## config.mk

```make
export PLATFORM = sky130hd
export DESIGN_NAME = ovl_fire_collector
export DESIGN_NICKNAME = d
export VERILOG_FILES = /design/src/rtl/ovl_fire_collector.sv
export SDC_FILE = /design/constraint.sdc
export NUM_CORES = 1
export LEC_CHECK = 0
export ABC_AREA = 1
export CAP_MARGIN = 20
export CORE_MARGIN = 2
export CORE_UTILIZATION = 35
export CTS_BUF_LIST = sky130_fd_sc_hd__clkbuf_2 sky130_fd_sc_hd__clkbuf_4 sky130_fd_sc_hd__clkbuf_8
export CTS_CLUSTER_SIZE = 14
export DETAILED_ROUTE_END_ITERATION = 10
export GPL_TIMING_DRIVEN = 0
export PLACE_DENSITY = 0.6
export SETUP_SLACK_MARGIN = 0.15
export SLEW_MARGIN = 20
export SYNTH_ARGS = -nofsm -noshare
export SYNTH_HDL_FRONTEND = slang
export SYNTH_SLANG_ARGS = --single-unit
export TNS_END_PERCENT = 5
```

## constraint.sdc

```tcl
create_clock -name clock -period 4.1 [get_ports clock]
set_clock_uncertainty 0.15 [all_clocks]
set_input_delay 0.82 -clock clock [delete_from_list [all_inputs] [get_ports clock]]
set_output_delay 0.82 -clock clock [all_outputs]
set_load 0.02 [all_outputs]
```

## src/rtl/ovl_fire_collector.sv

```systemverilog
// Aggregates {cover,xcheck,2state} fire vectors from a bank of OVL checkers into
// saturating per-checker counters, sticky summary flags and a first-failure record.
module ovl_fire_collector #(
    parameter int num_checkers  = 4,
    parameter int sel_width     = 2,
    parameter int cnt_width     = 8,
    parameter int time_width    = 16,
    parameter int stop_on_first = 0
) (
    input  logic                      clock,
    input  logic                      reset,
    input  logic                      enable,
    input  logic [3*num_checkers-1:0] fire_in,
    input  logic                      clear,
    input  logic [sel_width-1:0]      rd_sel,
    output logic [cnt_width-1:0]      rd_fail_count,
    output logic [cnt_width-1:0]      rd_xchk_count,
    output logic [cnt_width-1:0]      cover_count,
    output logic                      any_fail,
    output logic                      any_xcheck,
    output logic [sel_width-1:0]      first_idx,
    output logic [1:0]                first_type,
    output logic [time_width-1:0]     first_time,
    output logic [1:0]                state
);

    typedef enum logic [1:0] {
        st_idle      = 2'b00,
        st_armed     = 2'b01,
        st_triggered = 2'b10
    } state_t;

    localparam int sum_w = cnt_width + $clog2(num_checkers + 1);
    localparam logic [cnt_width-1:0] cnt_max = '1;
    localparam logic [cnt_width-1:0] cnt_one = {{(cnt_width-1){1'b0}}, 1'b1};

    state_t state_reg, state_next;
    logic   count_en, trigger;

    logic [num_checkers-1:0] fail_vec, xchk_vec, cover_vec, hit_vec;
    logic [num_checkers-1:0][cnt_width-1:0] fail_cnt_reg, fail_cnt_next;
    logic [num_checkers-1:0][cnt_width-1:0] xchk_cnt_reg, xchk_cnt_next;

    logic [cnt_width-1:0]  cover_reg, cover_next;
    logic [sum_w-1:0]      cover_sum, cover_total;
    logic [time_width-1:0] ts_reg;
    logic                  any_fail_reg, any_xcheck_reg;
    logic [sel_width-1:0]  first_idx_reg, trig_idx;
    logic [1:0]            first_type_reg;
    logic [time_width-1:0] first_time_reg;
    logic [cnt_width-1:0]  rd_fail_reg, rd_xchk_reg;
    logic                  rd_valid;

    // Per-checker bit split and saturating increment
    genvar gi;
    generate
        for (gi = 0; gi < num_checkers; gi++) begin : g_chk
            assign fail_vec[gi]  = fire_in[3*gi];
            assign xchk_vec[gi]  = fire_in[3*gi+1];
            assign cover_vec[gi] = fire_in[3*gi+2];
            assign hit_vec[gi]   = fire_in[3*gi] | fire_in[3*gi+1];
            assign fail_cnt_next[gi] = (count_en && fail_vec[gi] && fail_cnt_reg[gi] != cnt_max)
                                       ? fail_cnt_reg[gi] + cnt_one : fail_cnt_reg[gi];
            assign xchk_cnt_next[gi] = (count_en && xchk_vec[gi] && xchk_cnt_reg[gi] != cnt_max)
                                       ? xchk_cnt_reg[gi] + cnt_one : xchk_cnt_reg[gi];
        end
    endgenerate

    always_comb begin
        cover_sum = '0;
        for (int k = 0; k < num_checkers; k++) begin
            cover_sum = cover_sum + sum_w'(cover_vec[k]);
        end
        cover_total = sum_w'(cover_reg) + cover_sum;
        cover_next  = cover_reg;
        if (count_en) begin
            cover_next = (cover_total > sum_w'(cnt_max)) ? cnt_max : cover_total[cnt_width-1:0];
        end
    end

    // Lowest failing index wins, so scan from the top down
    always_comb begin
        trig_idx = '0;
        for (int k = num_checkers - 1; k >= 0; k--) begin
            if (hit_vec[k]) begin
                trig_idx = sel_width'(k);
            end
        end
    end

    assign rd_valid = 32'(rd_sel) < num_checkers;

    always_comb begin
        state_next = state_reg;
        count_en   = 1'b0;
        trigger    = 1'b0;
        if (clear) begin
            state_next = enable ? st_armed : st_idle;
        end else begin
            case (state_reg)
                st_idle: begin
                    if (enable) state_next = st_armed;
                end
                st_armed: begin
                    if (!enable) begin
                        state_next = st_idle;
                    end else begin
                        count_en = 1'b1;
                        if (|hit_vec) begin
                            trigger    = 1'b1;
                            state_next = st_triggered;
                        end
                    end
                end
                st_triggered: begin
                    count_en = enable && (stop_on_first == 0);
                end
                default: state_next = st_idle;
            endcase
        end
    end

    always_ff @(posedge clock) begin
        if (!reset) begin
            state_reg      <= st_idle;
            ts_reg         <= '0;
            fail_cnt_reg   <= '0;
            xchk_cnt_reg   <= '0;
            cover_reg      <= '0;
            any_fail_reg   <= 1'b0;
            any_xcheck_reg <= 1'b0;
            first_idx_reg  <= '0;
            first_type_reg <= '0;
            first_time_reg <= '0;
            rd_fail_reg    <= '0;
            rd_xchk_reg    <= '0;
        end else begin
            state_reg <= state_next;
            ts_reg    <= ts_reg + time_width'(1);
            if (clear) begin
                fail_cnt_reg   <= '0;
                xchk_cnt_reg   <= '0;
                cover_reg      <= '0;
                any_fail_reg   <= 1'b0;
                any_xcheck_reg <= 1'b0;
                first_idx_reg  <= '0;
                first_type_reg <= '0;
                first_time_reg <= '0;
                rd_fail_reg    <= '0;
                rd_xchk_reg    <= '0;
            end else begin
                fail_cnt_reg   <= fail_cnt_next;
                xchk_cnt_reg   <= xchk_cnt_next;
                cover_reg      <= cover_next;
                any_fail_reg   <= any_fail_reg | (count_en & (|fail_vec));
                any_xcheck_reg <= any_xcheck_reg | (count_en & (|xchk_vec));
                if (trigger) begin
                    first_idx_reg  <= trig_idx;
                    first_type_reg <= {xchk_vec[trig_idx], fail_vec[trig_idx]};
                    first_time_reg <= ts_reg;
                end
                rd_fail_reg <= rd_valid ? fail_cnt_reg[rd_sel] : '0;
                rd_xchk_reg <= rd_valid ? xchk_cnt_reg[rd_sel] : '0;
            end
        end
    end

    assign rd_fail_count = rd_fail_reg;
    assign rd_xchk_count = rd_xchk_reg;
    assign cover_count   = cover_reg;
    assign any_fail      = any_fail_reg;
    assign any_xcheck    = any_xcheck_reg;
    assign first_idx     = first_idx_reg;
    assign first_type    = first_type_reg;
    assign first_time    = first_time_reg;
    assign state         = state_reg;

endmodule

```

==> summary.txt <==
Floorplan
  • Die H: 141 um
  • Starting Density: 35.5%
  • FP Rows: 50
  • Die ar.: 20,000 um^2
  • IO Pins: 66
  • Die X: 141 um
  • Core Box Area: around 19,000 um^2

CTS
  • Clk slew on worst S/H paths: 0.08 ns
  • Cts bufs inserted: 17
  • Post_cts resized: 0
  • Hold_buf cts: 0
  • CTS root buf: clkbuf_8
  • Clk buf depth: 2
  • Later-pin clock latency in the skew report: 0.46 ns
  • Clk sinks: ~130
  • Post-CTS setup buffers: 0
  • Htree depth: 4
  • CTS tree: done

Power
  • Leakage: 3.07 nW
  • Power, Total: ~2.6 mW
  • PwrDens: 326 nW/um^2
  • Peak VDD IR: slightly below 200 uV

Worst setup path
  • CP Class: input port to flop
  • Reg2reg path depth: 9
  • Critical Path End Type: flop
  • Critical Path AT: ~3.2 ns
  • Setup crit start kind: input port
  • Crit path from: fire_in[2]
  • FF-to-FF Start: state[0]$_SDFFE_PN0P_
  • WP data required: 4.37 ns
  • CP Max Fanout: 6

Synth
  • Ys async rst share: 0%
  • Most frequent cell after synthesis: nand2_1
  • Top cells by area, synth: dfxtp_1 39%, nand2_1 14%, a21oi_1 8.0%
  • Top FF cell, synth: dfxtp_1
  • Top post-synthesis cells by count: 241 x nand2_1, 134 x nor2_1, 128 x dfxtp_1
  • EDFF count, synth: 0
  • Yosys top cell area share: 38.8%
  • Syn nets: 1,018
  • Synthesized area: between 6000 and 7000 um^2
  • Syn Inst Count: 984
  • Largest area contributor in the netlist: dfxtp_1
  • Post-synthesis sequential area ratio: 38.8%
  • Synth Register Bits: 128
  • Synth Warn #: 0
  • Synth unique cells: 35
  • Average size of a mapped cell: roughly 6.7 um^2

Route
  • DRC Markers: 0
  • Via count: 6,346
  • Number of DRC markers in iteration 0: 477
  • Final WL: 17.3 mm
  • Drt wl/cell: 13.1 um
  • Drt first pass iters: 5
  • Routed Antenna Nets: 0
  • Post-DR vias/cell: 4.83

Global routing
  • Antenna violations before repair: 0
  • Remaining global-route overflow: 0
  • Total GRT Usage: approximately 18%
  • Number of global-route vias before repair: about 5,800
  • Largest net degree at the start of global routing: 17
  • First-pass GRT wire length: 28.9 mm

STA
  • Relative slew slack: 49.7%
  • RSZ-0062 raised after global routing: no
  • Fmax: 343 MHz
  • Final period util: between 70 and 80%
  • Min Tclk post-route: 2.92 ns
  • Slew Viols, Final: 0
  • Worst-Margin Slew: 0.754 ns
  • Setup TNS: 0 ns
  • Final setup vio count: 0
  • Worst Hold Slack: around 0.32 ns
  • PnR worst setup slack: around 1.2 ns
  • Final hold violations: 0

Placed design
  • Placed Area: 7540 um^2
  • GP Congestion: 0.860
  • Final HPWL DP: 12.9 mm
  • Post-Place Setup Slack: 0.703 ns
  • # port buffers: 64
  • Dpl cells: 1,282

Worst hold path
  • Worst Hold Class: flop to flop
  • Hold_sp: first_idx[1]$_SDFFE_PP0P_
  • Hold Path Depth: 2

Finish
  • Design area: between 7000 and 8000 um^2
  • Antenna diodes: 0
  • Cell Count, Final, Fillers Out: approximately 1,300
  • Nets: 1,101
  • Util after Layout: 42.7%
  • Layout cell share with drive strength beyond 1: ~7.1%
  • Area Overhead vs Synth: 20.2%

Run
  • Max-Cap Viols: 0

Status
  • Status: finished, final reports clean
-- metal layers --
metal	vias up	track usage, %	wire, um
met5	-	0	0
met4	0	5.26	198
met3	17	4.89	1050
met2	164	26.9	7300
met1	2820	25.7	8710
li1	3345	-	-
-- cell families after synthesis --
kind of cell	count (synthesis)	synth area share [%]
buffers and inverters	148	8.91
adder cells (fa/ha/maj)	16	3.37
XOR/XNOR	17	2.26
AO/OA/AOI/OAI	187	14.8
AND/OR/NAND/NOR	488	31.8
flip-flops	128	38.8
-- layout make-up --
type	count	area, um^2
inverters	122	463
flip-flops and latches	128	2560
multi-input cells	708	3450
plain buffers	26	125
clock inverters	12	134
well taps	234	293
fillers	1926	10600
repair buffers	64	641
clock buffers	20	269
-- worst max-delay path: stages --
cell             delay (ns)
clkdlybuf4s50_1        0.43
fa_1                   0.54
inv_1                  0.05
fa_1                   0.35
inv_1                  0.09
fa_1                   0.18
nand2_1                0.06
inv_1                  0.13
nand4_1                0.27
nand3_1                0.17
nand2_1                0.06
inv_1                  0.04
-- path summary, 6_finish.rpt --
kind / slack, ns / end
setup / recovery: 1.18 / cover_count[7]$_SDFFE_PP0P_
hold / removal: 0.32 / first_idx[1]$_SDFFE_PP0P_
setup reg to reg: 2.07 / fail_cnt_reg[31]$_SDFFE_PP0P_
hold reg to reg: 0.32 / first_idx[1]$_SDFFE_PP0P_
-- cells in the final DEF (no fill, tap or decap), types with 2 or more instances in the layout --
cell type / count
nor2_4: 7
bufinv_16: 2
o21ai_2: 2
o21ai_0: 68
nand3_1: 49
fa_1: 3
clkdlybuf4s50_1: 64
o211ai_1: 5
inv_6: 2
a21oi_1: 105
buf_6: 2
nand3b_1: 3
buf_2: 5
nor2_2: 2
nand2_2: 6
nand2_1: 241
clkbuf_1: 12
inv_4: 2
clkinv_2: 2
buf_1: 4
nor3_1: 18
xor2_1: 17
nor2_1: 134
nand2_4: 4
inv_2: 10
clkinvlp_4: 5
nand4_1: 22
clkbuf_2: 2
clkbuf_8: 19
a31oi_1: 2
ha_1: 13
inv_1: 110
dfxtp_1: 128
-- where the power goes --
part	internal (mW)	switching (mW)	total (mW)	leakage (nW)
registers	1.26	0.00897	1.26	1.03
logic	0.0715	0.129	0.201	1.85
clock network	0.580	0.543	1.12	0.191
total	1.91	0.681	2.59	3.07
Power figures use the tool's default switching activity.
